--- config.mk ---
export PLATFORM = sky130hd
export DESIGN_NAME = mult32_seq
export DESIGN_NICKNAME = d
export VERILOG_FILES = /design/src/rtl/mult32_pkg.sv /design/src/rtl/mult32_ctrl.sv /design/src/rtl/mult32_seq.sv
export SDC_FILE = /design/constraint.sdc
export NUM_CORES = 1
export LEC_CHECK = 0
export ABC_CLOCK_PERIOD_IN_PS = 3650
export CORE_MARGIN = 1.5
export CORE_UTILIZATION = 40
export CTS_BUF_LIST = sky130_fd_sc_hd__clkbuf_2
export DETAILED_ROUTE_END_ITERATION = 10
export MAX_ROUTING_LAYER = met4
export PLACE_DENSITY_LB_ADDON = 0.2
export SLEW_MARGIN = 20
export SYNTH_ARGS = -nofsm -noshare
export SYNTH_HDL_FRONTEND = slang
export SYNTH_HIERARCHICAL = 1
export SYNTH_SLANG_ARGS = --single-unit
export TNS_END_PERCENT = 50
--- constraint.sdc ---
create_clock -name clk -period 3.65 [get_ports clk]
set_input_delay 0.73 -clock clk [delete_from_list [all_inputs] [get_ports clk]]
set_output_delay 0.73 -clock clk [all_outputs]
set_load 0.01 [all_outputs]
--- src/rtl/mult32_pkg.sv ---
// Shared types and constants for the sequential shift-add multiplier.
// Optional signed mode is selected by defining MULT32_SIGNED_EN.
package mult32_pkg;

    localparam int unsigned MULT_WIDTH = 32;
    localparam int unsigned CNT_W      = $clog2(MULT_WIDTH);

    typedef enum logic [1:0] {
        IDLE = 2'd0,
        CALC = 2'd1,
        DONE = 2'd2
    } mult_state_t;

endpackage : mult32_pkg

--- src/rtl/mult32_ctrl.sv ---
// Sequencer for mult32_seq: FSM, iteration counter and datapath strobes.
// busy/done are registered alongside the state.
module mult32_ctrl
    import mult32_pkg::*;
#(
    parameter int unsigned WIDTH = MULT_WIDTH
) (
    input  logic clk,
    input  logic rst_n,
    input  logic start,
    output logic load,
    output logic step,
    output logic finish,
    output logic busy,
    output logic done
);

    localparam int unsigned CW = (WIDTH > 1) ? $clog2(WIDTH) : 1;

    mult_state_t   state;
    logic [CW-1:0] cnt;

    // start is honoured in IDLE and DONE (back-to-back), never while iterating
    assign load   = start && (state != CALC);
    assign step   = (state == CALC);
    assign finish = step && (cnt == CW'(WIDTH - 1));

    always_ff @(posedge clk or negedge rst_n) begin
        if (!rst_n) begin
            state <= IDLE;
            cnt   <= '0;
            busy  <= 1'b0;
            done  <= 1'b0;
        end else begin
            case (state)
                IDLE: begin
                    done <= 1'b0;
                    if (start) begin
                        state <= CALC;
                        cnt   <= '0;
                        busy  <= 1'b1;
                    end
                end
                CALC: begin
                    cnt <= cnt + CW'(1);
                    if (cnt == CW'(WIDTH - 1)) begin
                        state <= DONE;
                        busy  <= 1'b0;
                        done  <= 1'b1;
                    end
                end
                DONE: begin
                    done <= 1'b0;
                    if (start) begin
                        state <= CALC;
                        cnt   <= '0;
                        busy  <= 1'b1;
                    end else begin
                        state <= IDLE;
                    end
                end
                default: begin
                    state <= IDLE;
                    cnt   <= '0;
                    busy  <= 1'b0;
                    done  <= 1'b0;
                end
            endcase
        end
    end

endmodule : mult32_ctrl

--- src/rtl/mult32_seq.sv ---
// Sequential shift-add multiplier feeding the ALU result-select mux.
// Define MULT32_SIGNED_EN for two's-complement operands; default is unsigned.
module mult32_seq
    import mult32_pkg::*;
#(
    parameter int unsigned WIDTH = MULT_WIDTH
) (
    input  logic             clk,
    input  logic             rst_n,
    input  logic             start,
    input  logic [WIDTH-1:0] a,
    input  logic [WIDTH-1:0] b,
    output logic             busy,
    output logic             done,
    output logic [WIDTH-1:0] product_lo,
    output logic [WIDTH-1:0] product_hi
);

    logic load;
    logic step;
    logic finish;

    logic [WIDTH-1:0]   m;
    logic [2*WIDTH-1:0] p;
    logic [WIDTH:0]     sum;
    logic [2*WIDTH-1:0] p_shift;
    logic [WIDTH-1:0]   a_op;
    logic [WIDTH-1:0]   b_op;

    mult32_ctrl #(
        .WIDTH (WIDTH)
    ) u_ctrl (
        .clk    (clk),
        .rst_n  (rst_n),
        .start  (start),
        .load   (load),
        .step   (step),
        .finish (finish),
        .busy   (busy),
        .done   (done)
    );

`ifdef MULT32_SIGNED_EN
    logic sign;

    // Negating the most negative value wraps to itself, which read unsigned is 2^(W-1)
    assign a_op = a[WIDTH-1] ? (~a + WIDTH'(1)) : a;
    assign b_op = b[WIDTH-1] ? (~b + WIDTH'(1)) : b;

    always_ff @(posedge clk or negedge rst_n) begin
        if (!rst_n) begin
            sign <= 1'b0;
        end else if (load) begin
            sign <= a[WIDTH-1] ^ b[WIDTH-1];
        end
    end
`else
    assign a_op = a;
    assign b_op = b;
`endif

    // Upper-half add keeps its carry, which becomes the MSB after the shift
    always_comb begin
        sum = {1'b0, p[2*WIDTH-1:WIDTH]};
        if (p[0]) begin
            sum = sum + {1'b0, m};
        end
        p_shift = {sum, p[WIDTH-1:1]};
    end

    always_ff @(posedge clk or negedge rst_n) begin
        if (!rst_n) begin
            m <= '0;
            p <= '0;
        end else if (load) begin
            m <= a_op;
            p <= {{WIDTH{1'b0}}, b_op};
        end else if (step) begin
`ifdef MULT32_SIGNED_EN
            if (finish && sign) begin
                p <= ~p_shift + (2*WIDTH)'(1);
            end else begin
                p <= p_shift;
            end
`else
            p <= p_shift;
`endif
        end
    end

`ifndef MULT32_SIGNED_EN
    // finish only matters for the signed fix-up
    logic unused_finish;
    assign unused_finish = finish;
`endif

    assign product_lo = p[WIDTH-1:0];
    assign product_hi = p[2*WIDTH-1:WIDTH];

endmodule : mult32_seq
==> impl_metrics.ini <==
[final_layout]
final_core_util = 0.516
final_cell_mix = clkdlybuf4s50_1, dfrtp_1, nand2_1
final_common_cell = clkdlybuf4s50_1
antenna_cells = 0
layout-drive-gt1-share = 0.0890
area_delta_synth_final_pct = 25.6
final_cells = 941
fin_area_um2 = 7840
nets = 850

[pwr]
ir_drop_mv = 0.452
p_per_area_nw_per_um2 = 1060
p_leak_nw = 3.44

[routing]
wl_met3_um = 1030
dr_wl_met2_um = 6810
post_drt_via_cell_ratio = 5.45
wl_per_cell_um = 15.8
drtIter0Drc = 208
vias = 5124
drtAntennaViolNets = 0
wl_met1_um = 6830
drc_errors = 0
routed_wl_um = 14800
firstDrtPassIters = 4
dr.max_layer_used = met4

[floorplan]
die_w_um = 128
rows = 45
start_util = 0.411
core-area_um2 = 15200
io_pins = 133
fp.dieH_um = 128
dieArea_um2 = 16400

[place]
dp_hpwl_um = 10700
dpl_cell_area_um2 = 7740
gp_congestion = 0.951
io_buffer_count = 132
dp_cells = 925

[clocking]
post_cts_buffers = 0
cts-root-buf = clkbuf_2
cts_max_level = 3
cts.sinks = 105
numCtsBuffers = 9
cts_tree = done
postCtsHoldBufs = 0
insertion_delay_ns = 0.64
cts.clk_slew.worst_paths_ns = 0.29
clk_path_buf_depth = 2
cts-resized-gates = 0

[logic_synthesis]
yosysWarnings = 6
syn_inst = 636
syn_nets = 738
synth_area_per_cell_um2 = 9.82
netlist_area_um2 = 6240

[sta]
slew_violations = 0
worst_pin_slew_ns = 0.763
setup_viol = 0
fmax_ghz = 0.333
period_needed_ns = 3.00
rsz0062_at_grt = false
whs_ns = 0.108
finalHoldViolations = 0
fin_crit_sh = 0.823
relSlewSlack = 0.491
fin_skew_ns = 0.0397
setup_tns_ns = 0

[global_routing]
grt_pass1_vias = 5058
grt_max_degree = 58
overflow = 0
grtUsageTotal = 0.194
antenna_found_initial = 0
grt_pass1_wl_um = 24800

[setup_path]
reg2reg_slack_ns = 0.65
arrival_ns = 3.56
required_ns = 4.21
start_kind = flip-flop
endpoint_kind = flip-flop
crit_type = flip-flop to flip-flop
worstPathMaxFanout = 4
max_stage_delay_ns = 0.49
cp_slowest_cell = dfrtp_1
path_cells = ha_1 > fa_1 > a21o_1 > a221oi_1 > o21a_1 > a31oi_1 > a21boi_1 > xnor2_1 > mux2i_1 > a211oi_1

[min_path]
hold_path.class = primary input to asynchronous set/reset pin

[run]
maxCapViolCount = 0

[outcome]
status = finished, final reports clean
-- state kept, by name, summed over array words and instances (netlist names) --
| signal | flops |
|---|---|
| p | 64 |
| u_ctrl/done | 1 |
| u_ctrl/busy | 1 |
| u_ctrl/state | 2 |
| m | 32 |
| u_ctrl/cnt | 5 |
-- critical path: cells and delay by family, from the launching register on --
family	cells	cell delay, ns
DFF	1	0.49
AOI/OAI and AO/OA	6	1.52
muxes	1	0.10
xor gates and xnor gates	1	0.15
adders and majority gates	2	0.67
-- metrics by stage --
stage	setup slack, ns	total power, mW
global placement	0.779	7.73
finish	0.646	8.32
CTS	0.618	8.38
global route	0.330	9.09
detailed placement	0.698	7.81
floorplan	1.00	6.09
-- per-layer routing --
metal  global-route usage  vias up
met5                    -        -
met4               0.0535        0
met3               0.0588       15
met2                0.305      130
met1                0.243     2442
li1                     -     2537
-- worst paths after layout --
path | from | endpoint | depth (start not counted)
min in group clk | u_ctrl/state[1] | u_ctrl/cnt[1] | 1
hold reg to reg | u_ctrl/state[1] | u_ctrl/cnt[1] | 1
setup reg to reg | p[32] | p[53] | 10
hold / removal | rst_n | p[43] | 1
setup / recovery | p[32] | p[53] | 10
max in group asynchronous | rst_n | p[42] | 2
-- report_power, final --
group | total (mW) | internal [mW] | leakage [nW] | switching (mW)
logic | 5.50 | 2.71 | 2.11 | 2.79
registers | 2.29 | 1.77 | 1.27 | 0.519
clock network | 0.528 | 0.103 | 0.0600 | 0.425
-- area by class of cell --
type / count / area [um2]
fill: 1454 / 7360
inverter: 8 / 30.0
multi-input combinational: 486 / 3440
sequential: 105 / 2630
clock inverter: 6 / 50.0
tap: 188 / 235
clock buffer: 10 / 50.0
timing repair buffer: 138 / 1400
No activity file was read; power rests on OpenSTA's default activity.
